[config.mk]
export PLATFORM = sky130hd
export DESIGN_NAME = maj55_voter_flat
export DESIGN_NICKNAME = d
export VERILOG_FILES = /design/src/rtl/maj55_voter_if.sv /design/src/rtl/maj55_voter.sv /design/src/flat_wrapper.sv
export SDC_FILE = /design/constraint.sdc
export NUM_CORES = 1
export LEC_CHECK = 0
export ABC_CLOCK_PERIOD_IN_PS = 12000
export CAP_MARGIN = 20
export CORE_MARGIN = 5
export CORE_UTILIZATION = 40
export CTS_BUF_LIST = sky130_fd_sc_hd__clkbuf_16
export DETAILED_ROUTE_END_ITERATION = 12
export GPL_TIMING_DRIVEN = 0
export PLACE_DENSITY_LB_ADDON = 0.1
export SYNTH_ARGS = -nofsm -noshare
export SYNTH_HDL_FRONTEND = slang
export SYNTH_SLANG_ARGS = --single-unit
export TNS_END_PERCENT = 20
[constraint.sdc]
create_clock -name clk -period 12 [get_ports clk]
set_input_delay 3.6 -clock clk [delete_from_list [all_inputs] [get_ports clk]]
set_output_delay 3.6 -clock clk [all_outputs]
set_load 0.005 [all_outputs]
[src/rtl/maj55_voter_if.sv]
// Bundle of the 55 voter inputs and the registered majority output.
// The driver side uses the master modport and the voter uses the slave modport.
interface maj55_voter_if;
  logic x0,  x1,  x2,  x3,  x4,  x5,  x6,  x7,  x8,  x9,  x10;
  logic x11, x12, x13, x14, x15, x16, x17, x18, x19, x20, x21;
  logic x22, x23, x24, x25, x26, x27, x28, x29, x30, x31, x32;
  logic x33, x34, x35, x36, x37, x38, x39, x40, x41, x42, x43;
  logic x44, x45, x46, x47, x48, x49, x50, x51, x52, x53, x54;
  logic y0;

  modport master (
    output x0,  x1,  x2,  x3,  x4,  x5,  x6,  x7,  x8,  x9,  x10,
    output x11, x12, x13, x14, x15, x16, x17, x18, x19, x20, x21,
    output x22, x23, x24, x25, x26, x27, x28, x29, x30, x31, x32,
    output x33, x34, x35, x36, x37, x38, x39, x40, x41, x42, x43,
    output x44, x45, x46, x47, x48, x49, x50, x51, x52, x53, x54,
    input  y0
  );

  modport slave (
    input  x0,  x1,  x2,  x3,  x4,  x5,  x6,  x7,  x8,  x9,  x10,
    input  x11, x12, x13, x14, x15, x16, x17, x18, x19, x20, x21,
    input  x22, x23, x24, x25, x26, x27, x28, x29, x30, x31, x32,
    input  x33, x34, x35, x36, x37, x38, x39, x40, x41, x42, x43,
    input  x44, x45, x46, x47, x48, x49, x50, x51, x52, x53, x54,
    output y0
  );
endinterface

[src/rtl/maj55_voter.sv]
// Registered 55-input majority voter: y0 goes high one cycle after at least
// 28 of the 55 inputs were 1. The population count is summed combinationally
// and only the single-bit result is stored, so there is no pipeline beyond
// the output flop.
module maj55_voter (
  input  logic         clk,
  input  logic         rst,
  maj55_voter_if.slave bus
);

  localparam int unsigned NumInputs = 55;
  localparam logic [5:0]  Threshold = 6'd28;

  logic [54:0] xVec;
  logic [5:0]  hw;
  logic        y0_d;
  logic        y0_q;

  // x0 is the LSB of the logical voter vector.
  assign xVec = {bus.x54, bus.x53, bus.x52, bus.x51, bus.x50, bus.x49, bus.x48, bus.x47, bus.x46, bus.x45, bus.x44,
                 bus.x43, bus.x42, bus.x41, bus.x40, bus.x39, bus.x38, bus.x37, bus.x36, bus.x35, bus.x34, bus.x33,
                 bus.x32, bus.x31, bus.x30, bus.x29, bus.x28, bus.x27, bus.x26, bus.x25, bus.x24, bus.x23, bus.x22,
                 bus.x21, bus.x20, bus.x19, bus.x18, bus.x17, bus.x16, bus.x15, bus.x14, bus.x13, bus.x12, bus.x11,
                 bus.x10, bus.x9,  bus.x8,  bus.x7,  bus.x6,  bus.x5,  bus.x4,  bus.x3,  bus.x2,  bus.x1,  bus.x0};

  // Count the ones (max 55, so 6 bits never overflow) and compare against 28.
  always_comb begin
    hw = 6'd0;
    for (int i = 0; i < NumInputs; i++) begin
      hw = hw + 6'(xVec[i]);
    end
    y0_d = (hw >= Threshold);
  end

  // Output flop: synchronous reset wins over the freshly computed majority.
  always_ff @(posedge clk) begin
    if (rst) begin
      y0_q <= 1'b0;
    end else begin
      y0_q <= y0_d;
    end
  end

  assign bus.y0 = y0_q;

endmodule

[src/flat_wrapper.sv]
// flat-port wrapper written by rule: the top's interface ports become plain ports
module maj55_voter_flat 
  (clk, rst, bus_x0, bus_x1, bus_x2, bus_x3, bus_x4, bus_x5, bus_x6, bus_x7, bus_x8, bus_x9, bus_x10, bus_x11, bus_x12, bus_x13, bus_x14, bus_x15, bus_x16, bus_x17, bus_x18, bus_x19, bus_x20, bus_x21, bus_x22, bus_x23, bus_x24, bus_x25, bus_x26, bus_x27, bus_x28, bus_x29, bus_x30, bus_x31, bus_x32, bus_x33, bus_x34, bus_x35, bus_x36, bus_x37, bus_x38, bus_x39, bus_x40, bus_x41, bus_x42, bus_x43, bus_x44, bus_x45, bus_x46, bus_x47, bus_x48, bus_x49, bus_x50, bus_x51, bus_x52, bus_x53, bus_x54, bus_y0);
  maj55_voter_if bus_i ();
  input  logic clk;
  input  logic rst;
  input wire logic [$bits(bus_i.x0)-1:0] bus_x0;
  input wire logic [$bits(bus_i.x1)-1:0] bus_x1;
  input wire logic [$bits(bus_i.x2)-1:0] bus_x2;
  input wire logic [$bits(bus_i.x3)-1:0] bus_x3;
  input wire logic [$bits(bus_i.x4)-1:0] bus_x4;
  input wire logic [$bits(bus_i.x5)-1:0] bus_x5;
  input wire logic [$bits(bus_i.x6)-1:0] bus_x6;
  input wire logic [$bits(bus_i.x7)-1:0] bus_x7;
  input wire logic [$bits(bus_i.x8)-1:0] bus_x8;
  input wire logic [$bits(bus_i.x9)-1:0] bus_x9;
  input wire logic [$bits(bus_i.x10)-1:0] bus_x10;
  input wire logic [$bits(bus_i.x11)-1:0] bus_x11;
  input wire logic [$bits(bus_i.x12)-1:0] bus_x12;
  input wire logic [$bits(bus_i.x13)-1:0] bus_x13;
  input wire logic [$bits(bus_i.x14)-1:0] bus_x14;
  input wire logic [$bits(bus_i.x15)-1:0] bus_x15;
  input wire logic [$bits(bus_i.x16)-1:0] bus_x16;
  input wire logic [$bits(bus_i.x17)-1:0] bus_x17;
  input wire logic [$bits(bus_i.x18)-1:0] bus_x18;
  input wire logic [$bits(bus_i.x19)-1:0] bus_x19;
  input wire logic [$bits(bus_i.x20)-1:0] bus_x20;
  input wire logic [$bits(bus_i.x21)-1:0] bus_x21;
  input wire logic [$bits(bus_i.x22)-1:0] bus_x22;
  input wire logic [$bits(bus_i.x23)-1:0] bus_x23;
  input wire logic [$bits(bus_i.x24)-1:0] bus_x24;
  input wire logic [$bits(bus_i.x25)-1:0] bus_x25;
  input wire logic [$bits(bus_i.x26)-1:0] bus_x26;
  input wire logic [$bits(bus_i.x27)-1:0] bus_x27;
  input wire logic [$bits(bus_i.x28)-1:0] bus_x28;
  input wire logic [$bits(bus_i.x29)-1:0] bus_x29;
  input wire logic [$bits(bus_i.x30)-1:0] bus_x30;
  input wire logic [$bits(bus_i.x31)-1:0] bus_x31;
  input wire logic [$bits(bus_i.x32)-1:0] bus_x32;
  input wire logic [$bits(bus_i.x33)-1:0] bus_x33;
  input wire logic [$bits(bus_i.x34)-1:0] bus_x34;
  input wire logic [$bits(bus_i.x35)-1:0] bus_x35;
  input wire logic [$bits(bus_i.x36)-1:0] bus_x36;
  input wire logic [$bits(bus_i.x37)-1:0] bus_x37;
  input wire logic [$bits(bus_i.x38)-1:0] bus_x38;
  input wire logic [$bits(bus_i.x39)-1:0] bus_x39;
  input wire logic [$bits(bus_i.x40)-1:0] bus_x40;
  input wire logic [$bits(bus_i.x41)-1:0] bus_x41;
  input wire logic [$bits(bus_i.x42)-1:0] bus_x42;
  input wire logic [$bits(bus_i.x43)-1:0] bus_x43;
  input wire logic [$bits(bus_i.x44)-1:0] bus_x44;
  input wire logic [$bits(bus_i.x45)-1:0] bus_x45;
  input wire logic [$bits(bus_i.x46)-1:0] bus_x46;
  input wire logic [$bits(bus_i.x47)-1:0] bus_x47;
  input wire logic [$bits(bus_i.x48)-1:0] bus_x48;
  input wire logic [$bits(bus_i.x49)-1:0] bus_x49;
  input wire logic [$bits(bus_i.x50)-1:0] bus_x50;
  input wire logic [$bits(bus_i.x51)-1:0] bus_x51;
  input wire logic [$bits(bus_i.x52)-1:0] bus_x52;
  input wire logic [$bits(bus_i.x53)-1:0] bus_x53;
  input wire logic [$bits(bus_i.x54)-1:0] bus_x54;
  output wire logic [$bits(bus_i.y0)-1:0] bus_y0;
  assign bus_i.x0 = bus_x0;
  assign bus_i.x1 = bus_x1;
  assign bus_i.x2 = bus_x2;
  assign bus_i.x3 = bus_x3;
  assign bus_i.x4 = bus_x4;
  assign bus_i.x5 = bus_x5;
  assign bus_i.x6 = bus_x6;
  assign bus_i.x7 = bus_x7;
  assign bus_i.x8 = bus_x8;
  assign bus_i.x9 = bus_x9;
  assign bus_i.x10 = bus_x10;
  assign bus_i.x11 = bus_x11;
  assign bus_i.x12 = bus_x12;
  assign bus_i.x13 = bus_x13;
  assign bus_i.x14 = bus_x14;
  assign bus_i.x15 = bus_x15;
  assign bus_i.x16 = bus_x16;
  assign bus_i.x17 = bus_x17;
  assign bus_i.x18 = bus_x18;
  assign bus_i.x19 = bus_x19;
  assign bus_i.x20 = bus_x20;
  assign bus_i.x21 = bus_x21;
  assign bus_i.x22 = bus_x22;
  assign bus_i.x23 = bus_x23;
  assign bus_i.x24 = bus_x24;
  assign bus_i.x25 = bus_x25;
  assign bus_i.x26 = bus_x26;
  assign bus_i.x27 = bus_x27;
  assign bus_i.x28 = bus_x28;
  assign bus_i.x29 = bus_x29;
  assign bus_i.x30 = bus_x30;
  assign bus_i.x31 = bus_x31;
  assign bus_i.x32 = bus_x32;
  assign bus_i.x33 = bus_x33;
  assign bus_i.x34 = bus_x34;
  assign bus_i.x35 = bus_x35;
  assign bus_i.x36 = bus_x36;
  assign bus_i.x37 = bus_x37;
  assign bus_i.x38 = bus_x38;
  assign bus_i.x39 = bus_x39;
  assign bus_i.x40 = bus_x40;
  assign bus_i.x41 = bus_x41;
  assign bus_i.x42 = bus_x42;
  assign bus_i.x43 = bus_x43;
  assign bus_i.x44 = bus_x44;
  assign bus_i.x45 = bus_x45;
  assign bus_i.x46 = bus_x46;
  assign bus_i.x47 = bus_x47;
  assign bus_i.x48 = bus_x48;
  assign bus_i.x49 = bus_x49;
  assign bus_i.x50 = bus_x50;
  assign bus_i.x51 = bus_x51;
  assign bus_i.x52 = bus_x52;
  assign bus_i.x53 = bus_x53;
  assign bus_i.x54 = bus_x54;
  assign bus_y0 = bus_i.y0;
  maj55_voter u_core (.clk(clk), .rst(rst), .bus(bus_i));
endmodule
After elaboration in Yosys (flattened, before gate mapping)
Index checks and enable logic that the tools add are counted.
{"block": "word_totals", "regBits": 1, "latchBits": 0, "mem_bits_rw": 0, "rom_bits": 0, "inputBits": 57, "output_inout_bits": 1, "wordCells": 56, "n_memories": 0}
{"block": "classes", "addsub": 54, "n_mul": 0, "n_div": 0, "order_cmp": 1, "n_eq_ne": 0, "shift": 0, "muxes": 0, "bitwise_logic": 0, "n_reduce_logical": 0}
{"op": "$add 6x1->6", "count": 53}
{"op": "$ge 6x5->1 const B", "count": 1}
{"op": "$add 1x1->2", "count": 1}

Longest topological paths before layout
{"block": "depth", "depth_word": 55, "ltp_mapped": 20, "ltp_nobuf": 20}

Worst setup path before layout
No wires, ideal clock.
{"block": "synth_path", "kind": "input -> register", "start": "input bus_x1", "end": "register u_core.y0_q (netlist: u_core.bus.y0)", "setup_ns": 0.074, "arrival_ns": 8.351, "t_required_ns": 11.926, "path_slack_ns": 3.575, "cell_stages": 17, "path_buffers": 0, "path_cell_list": "ha_1 -> inv_1 -> fa_1 -> fa_1 -> inv_1 -> fa_1 -> fa_1 -> fa_1 -> fa_1 -> inv_1 -> fa_1 -> inv_1 -> ha_1 -> a211oi_2 -> nor3b_2 -> nand4b_4 -> a31oi_1"}
{"block": "synth_via", "elab_chain_len": 55}
{"element": "from (decl)", "line_no": "flat_wrapper.sv:8", "source": "input wire logic [$bits(bus_i.x1)-1:0] bus_x1;"}
{"element": "$add 1x1->2", "line_no": "maj55_voter.sv:30", "source": "hw = hw + 6'(xVec[i]);"}
{"element": "$add 6x1->6 (53 in series)", "line_no": "maj55_voter.sv:30"}
{"element": "$ge 6x5->1", "line_no": "maj55_voter.sv:32", "source": "y0_d = (hw >= Threshold);"}
{"element": "to (signal assigned)", "line_no": "maj55_voter.sv:40", "source": "y0_q <= y0_d;"}
{"element": "to (decl)", "line_no": "maj55_voter.sv:17", "source": "logic y0_q;"}
No other way between the ends.
A chain may end at the register's enable or synchronous reset.

Worst setup path in the final report
Ends and elaborated chain as after synthesis.

==> implementation parameters <==
Parameter                              Value

STA
  Worst-margin pin slew ... 253 ps
  Upper clock frequency limit ... 0.111 GHz
  Final Setup Violations ... 0
  RSZ-0062 raised after global routing ... no
  Final period util ... between 70% and 80%
  Worst hold slack ... 4150 ps
  Number of pins with negative max-slew slack in the final report ... 0
  Setup Total Neg Slack ... 0 ps
  Period minus WS final ... approximately 9000 ps
  Worst-case headroom to the max-slew limit ... 83.0%
  Final count of hold timing violations ... 0

Detailed routing
  Drt pass-1 iters ... 3
  Ratio of routed vias to standard cells ... 4.05
  Wire per inst ... 9.46 um
  Total Wirelength ... 2540 um
  Via total after detailed routing ... 1086
  Iteration-0 DRC Markers ... 9
  ANT nets after route ... 0
  Post-route DRC violation count ... 0

Final layout
  Final core utilization ... 58.8%
  Number of fill cells ... 338
  Share of post-route cells with drive strength above 1 ... around 1.4%
  Net count of the finished layout ... 338
  Sequential cell area in the final layout ... 20.0 um^2
  Number of flip-flops in the largest register ... 1
  Multi-input combinational cell area ... 1210 um^2
  Inserted Diodes ... 0
  Synth-to-layout area growth ... 40.6%

Global route
  Layer with the highest usage after global routing ... met2
  Number of antenna violations at the first check in global routing ... 0
  Aggregate global-route resource usage ... 10.4%
  Global routing usage on met3 ... 0.970%
  Routing usage on met2 ... 20.9%
  Global-route wire length before repair ... 4620 um
  Met1 track demand over resource ... 12.5%
  Vias in the first global route ... about 1.2k
  Largest net degree at the start of global routing ... 5
  Sum of overflow across all layers after global routing ... 0

Critical path
  Critical path arrival ... around 8900 ps
  CP required ... 11920 ps
  Max FO, Critical Path ... 2
  Critical path endpoint category ... flop
  Element type at the critical path start ... input pin
  Startpoint-to-endpoint class of the critical path ... input pin to flop

Yosys
  Count of unique library cells instantiated by Yosys ... 16
  Seq/Total Area, Yosys ... under 10%
  Instance count of the mapped netlist ... 163
  Most area-hungry cell type in the Yosys netlist ... fa_1
  Yosys top cell area share ... 58.0%
  Per-instance average area after synthesis ... 9.53 um^2
  Synth Register Bits ... 1
  Top area cells in the synthesized netlist ... fa_1 58%, inv_1 21%, ha_1 11%, nand4b_4 1.5%, dfxtp_1 1.3%
  Post-synth design cell area ... about 1600 um^2
  Yosys warns ... 0
  Post-Synthesis Net Count ... between 200 and 300

Clock tree
  CTS clk-pin slew, worst paths ... 0 ps
  Number of buffers inserted by hold repair at cts ... 0
  Number of resized instances in the post-cts repair step ... 0
  Total setup buffers inserted after CTS ... 0

Floorplanning
  Initial core utilization ... 41.8%
  Io pins ... 58
  Placeable core area ... 3720 um^2
  Overall die area ... ~5200 um^2
  Height of the chip ... slightly above 70 um
  Overall die width ... ~72 um
  Number of rows created at floorplan ... 22

Status
  Status ... complete, no violations

Place
  Placed wire-length estimate after detailed placement ... 2620 um
  Quantity of I/O buffers inserted on ports ... 57
  Global placement routability congestion ... about 0.74

Run
  Count of max-cap constraint violations ... 0

Worst hold path
  Class of the worst hold path ... input pin to flop
stage by stage:
stage	setup slack, ps	area, um^2	std cells
finish	2990	2180	268
global route	2730	2180	268
CTS	2930	2180	268
detailed placement	2950	2180	268
global placement	3000	2180	268
floorplan	3570	1550	163
placed cells by master, fill, tap and decap left out:
cell type | netlist | final
inv_1 | 87 | 87
clkdlybuf4s50_1 | 0 | 57
fa_1 | 45 | 45
ha_1 | 14 | 14
nor2_1 | 3 | 3
a21oi_1 | 3 | 3
nor3b_1 | 1 | 1
nor2b_1 | 1 | 1
a211oi_2 | 1 | 1
nor3b_2 | 1 | 1
mux2i_1 | 1 | 1
xor2_1 | 1 | 1
xnor2_1 | 1 | 1
o21bai_1 | 1 | 1
nand4b_4 | 1 | 1
a31oi_1 | 1 | 1
dfxtp_1 | 1 | 1
final timing paths:
kind | from | endpoint | slack [ps] | cells past startpoint
max | bus_x1 | u_core.bus.y0 | 2990 | 16
min | rst | u_core.bus.y0 | 4150 | 2
logic make-up (layout without fill, tap and decap cells):
logic type | Yosys count | count (layout) | synth area share (%)
AOI/OAI and AO/OA | 6 | 6 | 2.66
muxes | 1 | 1 | 0.645
adders and majority gates | 59 | 59 | 69.3
xor gates and xnor gates | 2 | 2 | 1.13
buffers and inverters | 87 | 144 | 21.0
and+or+nand+nor | 7 | 7 | 3.95
DFF | 1 | 1 | 1.29
layout make-up:
class	count	area share, %
well taps	48	2.75
flip-flops and latches	1	0.917
repair buffers	57	26.1
inverters	87	15.0
multi-input cells	75	55.2
per-layer routing:
layer	share of wire, %	routed length (um)
met1	36	906
met4	0	0
met2	57	1440
met3	7.2	183
met5	0	0
critical path, stage by stage:
cell	delay (ps)
clkdlybuf4s50_1	400
ha_1	290
inv_1	60
fa_1	430
fa_1	500
fa_1	560
fa_1	450
fa_1	550
fa_1	440
fa_1	500
inv_1	40
ha_1	200
fa_1	380
xor2_1	240
nand4b_4	120
a31oi_1	160
synthesized netlist by cell type:
cell      count
a31oi_1       1
inv_1        87
nor2_1        3
xor2_1        1
nor3b_1       1
nor3b_2       1
ha_1         14
a21oi_1       3
nand4b_4      1
xnor2_1       1
a211oi_2      1
nor2b_1       1
mux2i_1       1
dfxtp_1       1
o21bai_1      1
fa_1         45
Power is not shown: default switching activity piles up to over one toggle a cycle in this logic, so the estimate is an artifact.
